==> config.mk <==
export PLATFORM = sky130hd
export DESIGN_NAME = fifo_burst_reader
export DESIGN_NICKNAME = d
export VERILOG_FILES = /design/src/rtl/fifo_burst_reader.sv
export SDC_FILE = /design/constraint.sdc
export NUM_CORES = 1
export LEC_CHECK = 0
export ABC_CLOCK_PERIOD_IN_PS = 4200
export CAP_MARGIN = 20
export CORE_MARGIN = 2
export CORE_UTILIZATION = 48
export CTS_BUF_LIST = sky130_fd_sc_hd__clkbuf_4 sky130_fd_sc_hd__clkbuf_8 sky130_fd_sc_hd__clkbuf_16
export DETAILED_ROUTE_END_ITERATION = 16
export DONT_BUFFER_PORTS = 1
export PLACE_DENSITY = 0.7
export SETUP_SLACK_MARGIN = 0.05
export SLEW_MARGIN = 20
export SYNTH_ARGS = -nofsm -noshare
export SYNTH_HDL_FRONTEND = slang
export SYNTH_SLANG_ARGS = --single-unit
==> constraint.sdc <==
create_clock -name clk -period 4.2 [get_ports clk]
set_input_delay 0.63 -clock clk [delete_from_list [all_inputs] [get_ports clk]]
set_output_delay 0.63 -clock clk [all_outputs]
set_load 0.03 [all_outputs]
==> src/rtl/fifo_burst_reader.sv <==
// fifo_burst_reader
//   Reads a burst of words from a synchronous FIFO and presents them on a
//   valid/ready stream. A 2-entry skid buffer absorbs the FIFO's 1-cycle
//   read latency. Reads are throttled so that the number of words buffered
//   plus the number in flight never exceeds two.
//
// Ports
//   clk, rst        rising-edge clock, asynchronous active-high reset
//   start           burst request, sampled only in IDLE
//   burst_len       number of words to fetch, latched on an accepted start
//   busy            high while the burst is in progress (BURST/DRAIN)
//   done            one-cycle completion pulse
//   fifo_rd_en      FIFO read strobe
//   fifo_empty      FIFO empty flag
//   fifo_data_out   FIFO read data, valid the cycle after fifo_rd_en
//   fifo_underflow  FIFO underflow flag
//   m_valid, m_data output stream valid and data
//   m_ready         downstream ready
//   words_sent      words handed off in the current or last burst
//   err_underflow   sticky underflow error, cleared on the next accepted start
module fifo_burst_reader #(
  parameter int DATA_WIDTH = 16,
  parameter int LEN_WIDTH  = 8
) (
  input  logic                  clk,
  input  logic                  rst,
  input  logic                  start,
  input  logic [LEN_WIDTH-1:0]  burst_len,
  output logic                  busy,
  output logic                  done,
  output logic                  fifo_rd_en,
  input  logic                  fifo_empty,
  input  logic [DATA_WIDTH-1:0] fifo_data_out,
  input  logic                  fifo_underflow,
  output logic                  m_valid,
  output logic [DATA_WIDTH-1:0] m_data,
  input  logic                  m_ready,
  output logic [LEN_WIDTH-1:0]  words_sent,
  output logic                  err_underflow
);

  typedef enum logic [1:0] {IDLE, BURST, DRAIN, DONE} state_t;

  state_t                state;
  logic [LEN_WIDTH-1:0]  len;
  logic [LEN_WIDTH-1:0]  issued;
  logic                  inflight;
  logic [1:0]            occ;
  logic [DATA_WIDTH-1:0] skid0;   // oldest entry, drives m_data
  logic [DATA_WIDTH-1:0] skid1;
  logic                  pop;
  logic                  push;
  logic                  start_ok;
  logic [1:0]            slots_after;

  assign m_valid  = (occ != 2'd0);
  assign m_data   = skid0;
  assign pop      = m_valid && m_ready;
  assign push     = inflight;
  assign start_ok = (state == IDLE) && start;

  // Buffer slots still committed after this cycle's pop; pop implies occ>=1,
  // so the subtraction cannot wrap. Max value is 3, which fits in 2 bits.
  assign slots_after = occ + {1'b0, inflight} - {1'b0, pop};

  // Combinational path from m_ready keeps the pipeline at one word per cycle.
  assign fifo_rd_en = (state == BURST) && !fifo_empty && (issued < len) &&
                      (slots_after < 2'd2);

  always_ff @(posedge clk or posedge rst) begin
    if (rst) begin
      state         <= IDLE;
      len           <= '0;
      issued        <= '0;
      inflight      <= 1'b0;
      occ           <= 2'd0;
      skid0         <= '0;
      skid1         <= '0;
      busy          <= 1'b0;
      done          <= 1'b0;
      words_sent    <= '0;
      err_underflow <= 1'b0;
    end else begin
      // Read returns one cycle after the strobe; a read in flight at reset
      // is simply never captured.
      inflight <= fifo_rd_en;
      if (fifo_rd_en) issued <= issued + 1'b1;

      // Skid buffer: FIFO-ordered, skid0 only changes on a pop or when the
      // buffer is empty, so m_data is stable while a transfer is stalled.
      case ({push, pop})
        2'b10: begin
          if (occ == 2'd0) skid0 <= fifo_data_out;
          else             skid1 <= fifo_data_out;
          occ <= occ + 2'd1;
        end
        2'b01: begin
          skid0 <= skid1;
          occ   <= occ - 2'd1;
        end
        2'b11: begin
          if (occ == 2'd1) begin
            skid0 <= fifo_data_out;
          end else begin
            skid0 <= skid1;
            skid1 <= fifo_data_out;
          end
        end
        default: ;
      endcase

      if (pop) words_sent <= words_sent + 1'b1;

      // An underflow in the same cycle as a start still gets flagged.
      err_underflow <= (start_ok ? 1'b0 : err_underflow) | fifo_underflow;

      done <= 1'b0;
      case (state)
        IDLE: begin
          if (start) begin
            len        <= burst_len;
            issued     <= '0;
            words_sent <= '0;
            if (burst_len != '0) begin
              state <= BURST;
              busy  <= 1'b1;
            end else begin
              state <= DONE;
              done  <= 1'b1;
            end
          end
        end
        BURST: begin
          if ((issued == len) || (fifo_rd_en && ((issued + 1'b1) == len)))
            state <= DRAIN;
        end
        DRAIN: begin
          if ((words_sent == len) && (occ == 2'd0)) begin
            state <= DONE;
            busy  <= 1'b0;
            done  <= 1'b1;
          end
        end
        DONE: state <= IDLE;
        default: state <= IDLE;
      endcase
    end
  end

  occ_bound: assert property (@(posedge clk) disable iff (rst) occ != 2'd3);

endmodule

# == Word level (Yosys, flattened, before mapping) ==
# Index checks and enable logic that the tools add are counted.
# op_classes
n_reduce_logical,22
bitwise,1
muxes,27
magnitude_cmp,2
addsub,6
n_eq_ne,17
# ops
cell,count
two-way mux 16 bit,4
two-way mux 8 bit,6
one-hot mux 16 bit (3 select lines),1
one-hot mux 16 bit (2 select lines),1
== test 8 bit,3
adder 8 x 1 -> 8 bit (second input constant),2
inequality test 2 bit (second input constant),5
== test 2 bit (second input constant),4
< comparator 8 bit,1
two-way mux 2 bit,4
one-hot mux 2 bit (4 select lines),1
nonzero test 2 bit,4
nonzero test 8 bit,1
logical AND 1 bit,7
two-way mux 1 bit,7
== test 2 x 1 -> 1 bit (second input constant),3
AND reduction 3 bit,2
zero test 2 bit,2
inequality test 2 x 1 -> 1 bit (second input constant),2
one-hot mux 1 bit (2 select lines),2
one-hot mux 2 bit (2 select lines),1
AND reduction 2 bit,2
AND reduction 4 bit,1
nonzero test 3 bit,1
other kinds (8),8
# totals
elab_cells,86
register_bits,64
in_bits,30

# == Logic depth before layout (Yosys ltp) ==
# Gate-level depths: netlist of the first run.
# logic_depth
ltp_word,9
ltp_mapped,11
mapped_depth_nobuf,10

# == Worst setup path after synthesis of the first run ==
# No wires, ideal clock.
# synth_path
path_kind,register to register
startpoint,reg occ[0]
endpoint,reg state[0]
t_arrival_ns,2.818
path_stages_with_launch,12
period_less_slack_ns,2.944
slack_ns,1.256
n_path_buf,1
path_cell_list,dfrtp_1 inv_1 ha_1 nor2b_1 clkbuf_1 ha_1 nor2b_1 xnor2_1 a211oi_4 o2111ai_1 and2_1 o32a_1
# synth_via
elab_chain_cells,9
word_cells_on_any_way,13
classes_between,add/sub (2); order compare (1); eq/ne (2); reduce/logical (8)
# synth_rtl
element,line_no,source
"start, declared",48,logic [1:0] occ;
"start signal, assigned",95,occ <= occ + 2'd1;
"start signal, assigned",99,occ <= occ - 2'd1;
branches (longest 2 deep; another with adder 2 x 1 -> 2 bit),n/a,
subtractor 2 x 1 -> 2 bit *,64,"assign slots_after = occ + {1'b0, inflight} - {1'b0, pop};"
< comparator 2 bit *,68,(slots_after < 2'd2);
logical AND 1 bit *,67,assign fifo_rd_en = (state == BURST) && !fifo_empty && (issued < len) &&
via fifo_rd_en,31,"output logic fifo_rd_en,"
logical AND 1 bit *,134,if ((issued == len) || (fifo_rd_en && ((issued + 1'b1) == len)))
logical OR 1 bit *,134,
inequality test 2 x 1 -> 1 bit (no line) *,n/a,
AND reduction 3 bit (no line) *,n/a,
"end signal, assigned",135,state <= DRAIN;
"end signal, assigned",139,state <= DONE;
"end signal, assigned",144,DONE: state <= IDLE;
"end, declared",44,state_t state;
# Mark *: on every way through the listed nets, which the timed path passes.
# A chain may end at the register's enable or synchronous reset.

# == Worst setup path in the final report of the first run ==
# layout_path
startpoint,reg occ[0]
endpoint,out fifo_rd_en
# layout_via
elab_chain_cells,5
word_cells_on_any_way,6
classes_between,add/sub (2); order compare (1); reduce/logical (3)
# layout_rtl
element,line_no
branches (longest 2 deep; another with adder 2 x 1 -> 2 bit),n/a
subtractor 2 x 1 -> 2 bit *,64
< comparator 2 bit *,68
logical AND 1 bit *,67
"end, declared",31
# Mark *: on every way between the ends.

==> metrics.yaml, run 1 <==
power:
  sw_frac_of_total: 0.393
  p_switching_uw: 744
  p_seq_frac: 0.531
  internal_power_mw: 1.15
  p_comb_frac: 0.182
  pwr_density_cell_nw_per_um2: 515
  leakage_nw: 1.69
  share_clk_of_total_power: 0.287
  ir_worst_vdd_uv: 208
  totalPowerFinal_mw: 1.89
critical_path:
  critPathLaunchType: "flip-flop"
  path_max_fanout: 11
  crit_path_end_kind: "output port"
  reg2reg_depth: 11
  cp_data_arrival_time_ns: 2.81
  crit_type: "flip-flop to output port"
  required_ns: 3.57
timing:
  maxSlewViolCount: 0
  skew_ns: 0.00967
  setup_viol: 0
  period_needed_ns: 3.44
  hold_violations: 0
  slew_headroom: 0.278
  max_freq_mhz: 291
  fin_hold_ws_ns: 0.270
  tns_ns: 0
  rsz0062_at_grt: "no"
  max_slew.worst_pin.slew_ns: 1.08
  period_share: 0.819
grt:
  grt_overflow: 0
  grt_pass1_wl_mm: 11.1
  antenna_found_initial: 0
  grt_pass1_vias: 2380
  grt_max_degree: 35
  gr-usage-all-layers: 0.187
logic_synthesis:
  synth_cells: 333
  synth_nets: 382
  synth_xor_area_frac: 0.0807
  avgSynthCellArea_um2: 10.1
  synth_top_family_by_area: "compound AO/OA/AOI/OAI gates"
  synth-seq-cells: 64
  yosysUniqueCellTypes: 42
  synth_edf_count: 0
  synth_seq_area_share: 0.476
  synthMuxAreaShare: 0.0595
  synth_ff_type: "dfrtp_1"
  synth_area_um2: 3370
  synth_compound_area_frac: 0.143
  synth_warnings: 0
  synthSimpleGateAreaFrac: 0.126
  postSynth.asyncResetShare: 1.00
  synth_fa_ha_area_frac: 0.0706
hold_path:
  hold_path.class: "input port to async pin"
place:
  place_hpwl_mm: 4.74
  gp_congestion: 0.824
  port_buffers: 0
clock_tree:
  h-tree-depth: 3
  cts_sinks: 64
  cts_buffers: 9
  max-clock-path-buffers: 2
  cts_resized: 0
  root_buffer: "clkbuf_8"
  path_clk_slew_ns: 0.07
  post-cts-setup-buffer-count: 0
  ctsHoldBuffers: 0
  cts_tree: "yes"
  clkLatencyLatePin_ns: 0.35
routing:
  drc_errors: 0
  vias: 2357
  wire_per_inst_um: 15.0
  vias_per_cell: 5.42
  detail-route-antenna-nets: 0
  wirelength_mm: 6.51
  first_iter_violations: 81
  drt_first_pass_iters: 4
cells_and_area:
  insertedDiodeCount: 0
  area_growth_pct: 9.14
  final_nets: 383
  drive_gt1_frac: 0.130
floorplan:
  core_um2: 6790
  std_cell_rows: 30
  initial_core_util: 0.495
  dieWidth_um: 87.7
  ios: 59
  die_area_um2: 7700
  die_h_um: 87.7
job:
  drv_cap: 0
status:
  status: "finished, final reports clean"
## state kept, by name, indices dropped and copies added, names as in the netlist
signal and count:
m_data 16, skid1 16, issued 8, len 8, words_sent 8, occ 2, state 2, busy 1
done 1, err_underflow 1, inflight 1
## final cells by class
| cell class | count | area [um^2] |
|---|---|---|
| timing repair buffer | 3 | 22.5 |
| clock buffer | 10 | 138 |
| sequential | 64 | 1600 |
| multi-input combinational | 231 | 1630 |
| inverter | 25 | 93.8 |
| clock inverter | 6 | 68.8 |
| tap | 96 | 120 |
| fill | 599 | 3120 |
## cells by family after synthesis
logic type	count (synthesis)
AND/OR/NAND/NOR	90
AO/OA/AOI/OAI	73
flip-flops	64
buffers and inverters	38
XOR/XNOR	31
adder cells (fa/ha/maj)	19
multiplexers	18
## power by group through the flow
| stage | combinational [mW] | sequential (mW) | clock, mW |
|---|---|---|---|
| 6_report | 0.344 | 1.00 | 0.542 |
| 5_1_grt | 0.403 | 1.02 | 0.590 |
| 4_1_cts | 0.344 | 1.01 | 0.557 |
| 3_5_place_dp | 0.341 | 1.02 | 0 |
| 3_3_place_gp | 0.334 | 1.02 | 0 |
| 2_1_floorplan | 0.302 | 0.983 | 0 |
## layer usage
metal  wire length [um]  track usage  vias up
met3                483       0.0735       10
met2               3020        0.304       73
met5                  0            0        -
met1               2920        0.231     1124
li1                   -            -     1150
met4                 89       0.0545        0
## per-stage QoR
| step | utilization | setup WS (ns) | std cells | area (um^2) |
|---|---|---|---|---|
| after global routing | 0.541 | 0.507 | 435 | 3670 |
| after detailed placement | 0.509 | 1.03 | 419 | 3460 |
| after floorplan | - | 1.26 | 333 | 3370 |
| after global placement | 0.509 | 1.18 | 419 | 3460 |
| after CTS | 0.539 | 0.827 | 435 | 3660 |
| final | 0.541 | 0.760 | 435 | 3670 |
## cell usage in the layout (no fill, tap or decap), drive strengths merged, types with 2 or more instances in the layout
master,netlist,layout
dfrtp,64,64
nand2,42,42
o21ai,30,30
inv,25,25
xnor2,19,19
ha,19,19
nor2,18,18
a22oi,16,16
mux2,16,16
xor2,12,12
clkbuf,12,10
nand4,8,8
a21oi,8,8
nand3,4,4
or3,4,4
clkinv,0,4
a21o,3,3
nor4,3,3
buf,1,3
and2,3,3
a211oi,3,3
nor2b,2,2
o211ai,2,2
and3,2,2
o22ai,2,2
mux2i,2,2
nand2b,2,2
## final timing paths
| path | start | end | slack [ns] |
|---|---|---|---|
| max in group asynchronous | rst | skid1[6] | 3.07 |
| min in group clk | fifo_underflow | err_underflow | 0.37 |
| setup reg to reg | occ[0] | state[0] | 0.92 |
| hold reg to reg | skid1[9] | skid1[9] | 0.51 |
| hold / removal | rst | words_sent[3] | 0.27 |
| setup / recovery | occ[0] | fifo_rd_en | 0.76 |
## worst max-delay path: stages (launching register included)
cell and delay [ns]:
dfrtp_1 0.39, inv_1 0.08, ha_1 0.28, nor2b_1 0.68
ha_1 0.37, nor2b_1 0.14, xnor2_1 0.11, a211oi_4 0.15
buf_4 0.26
## cells in the mapped netlist (3+ instances only)
master    instances  share of area
a21o_1            3         0.0067
a21oi_1           8          0.012
a22oi_1          16          0.036
clkbuf_1         12          0.013
dfrtp_1          64           0.48
ha_1             19          0.071
inv_1            25          0.028
mux2_2           16          0.054
nand2_1          42          0.047
nand3_1           3         0.0045
nand4_1           8          0.015
nor2_1           18          0.020
nor4_1            3         0.0056
o21ai_0          29          0.043
or3_1             3         0.0056
xnor2_1          19          0.049
xor2_1           12          0.031
Note: power is estimated with default switching activity, not from simulation.
==> inputs of run 2 (changes only) <==
- ABC_CLOCK_PERIOD_IN_PS: 4200 -> 3310
- clock period: 4.2 -> 3.31 ns (I/O delays scaled with it)
==> metrics.yaml, run 2 (synthesized netlist as in run 1, its figures left out) <==
clock_tree:
  cts_resized: 0
  cts_buffers: 9
  ctsHoldBuffers: 0
  cts_tree: "yes"
  h-tree-depth: 3
  root_buffer: "clkbuf_8"
  cts_sinks: 64
  clkLatencyLatePin_ns: 0.34
  path_clk_slew_ns: 0.07
  max-clock-path-buffers: 2
  post-cts-setup-buffer-count: 0
grt:
  grt_max_degree: 34
  busiest_layer: "met2"
  gr-usage-all-layers: 0.185
  antenna_found_initial: 0
  grt_pass1_vias: 2356
  grtUsageMet3: 0.0669
  use_met1: 0.228
  grt_pass1_wl_mm: 11.0
  grt_overflow: 0
  use_met2: 0.296
timing:
  rsz0062_at_grt: "no"
  period_needed_ns: 2.87
  setup_viol: 0
  hold_violations: 0
  tns_ns: 0
  period_share: 0.867
  max_slew.worst_pin.slew_ns: 0.678
  skew_ns: 0.00481
  max_freq_mhz: 349
  maxSlewViolCount: 0
  slew_headroom: 0.547
power:
  ir_worst_vdd_uv: 265
  pwr_density_cell_nw_per_um2: 667
  leakage_nw: 1.71
  totalPowerFinal_mw: 2.47
critical_path:
  reg2reg_from: "occ[0]"
  required_ns: 2.81
  path_max_fanout: 8
  cp.buffers_inverters: 2
  critPathLaunchType: "flip-flop"
  crit_chain: "inv_1, ha_1, nor2b_1, ha_1, nor2b_1, xnor2_1, a211oi_4, buf_4"
  crit_family: "adder cells"
  crit_type: "flip-flop to output port"
  crit_path_end_kind: "output port"
  cpMaxStageDelayCell: "dfrtp_1"
  crit_path_start: "occ[0]"
  cp_data_arrival_time_ns: 2.37
  slowest_delay_ns: 0.39
floorplan:
  dieWidth_um: 87.7
  initial_core_util: 0.495
  std_cell_rows: 30
  die_h_um: 87.7
  core_um2: 6790
  die_area_um2: 7700
  ios: 59
cells_and_area:
  area_growth_pct: 10.1
  final_cell_mix: "dfrtp_1 (64), nand2_1 (42), o21ai_0 (29)"
  n_fill_cell: 577
  multi_input_area_um2: 1620
  register_area_um2: 1600
  mostFrequentLayoutCell: "dfrtp_1"
  final_nets: 386
  drive_gt1_frac: 0.135
  insertedDiodeCount: 0
hold_path:
  hold_path.class: "input port to async pin"
place:
  gp_congestion: 0.824
  place_hpwl_mm: 4.79
  port_buffers: 0
routing:
  vias: 2315
  drc_errors: 0
  drt_first_pass_iters: 4
  vias_per_cell: 5.30
  wire_per_inst_um: 14.9
  wirelength_mm: 6.53
  detail-route-antenna-nets: 0
  first_iter_violations: 95
job:
  drv_cap: 0
status:
  status: "finished, final reports clean"
## run 2: changes by cell type in the layout (fill, tap and decap cells not counted), sizes merged
| cell | previous run | this run |
|---|---|---|
| clkinvlp | 1 | 0 |
| clkinv | 4 | 1 |
| buf | 3 | 6 |
| clkbuf | 10 | 12 |
| bufinv | 1 | 2 |
## run 2: report_power, final
| part | leakage, nW | total [mW] | internal (mW) | switching, mW |
|---|---|---|---|---|
| sequential | 0.803 | 1.27 | 0.908 | 0.365 |
| combinational | 0.795 | 0.444 | 0.185 | 0.259 |
| clock | 0.116 | 0.756 | 0.468 | 0.288 |
## run 2: cell type report
| cell class | instances | area share |
|---|---|---|
| Clock buffer | 12 | 0.0429 |
| Timing Repair Buffer | 6 | 0.0122 |
| Inverter | 25 | 0.0253 |
| Sequential cell | 64 | 0.432 |
| Multi-Input combinational cell | 231 | 0.438 |
| Clock inverter | 3 | 0.0176 |
| Tap cell | 96 | 0.0324 |
## run 2: layer usage
layer | routed length [um] | vias to the layer above
met5 | 0 | -
met4 | 138 | 0
met3 | 468 | 13
met2 | 2970 | 67
met1 | 2960 | 1076
li1 | - | 1159
## run 2: path summary, 6_finish.rpt
check / end / slack [ns] / cells past startpoint
max: fifo_rd_en / 0.44 / 8
min: words_sent[3] / 0.13 / 1
max reg2reg: state[0] / 0.69 / 10
min reg2reg: skid1[8] / 0.50 / 1
max in group asynchronous: skid1[6] / 2.32 / 2
min in group clk: err_underflow / 0.25 / 1
## run 2: through the flow
step	setup slack (ns)	utilization	hold WS, ns	area, um^2	instances
after floorplan	0.366	-	0.473	3370	333
after global placement	0.803	0.512	0.487	3480	422
after detailed placement	0.709	0.512	0.494	3480	422
after CTS	0.408	0.545	0.153	3700	437
after global routing	0.251	0.545	0.191	3710	437
final	0.441	0.545	0.133	3710	437
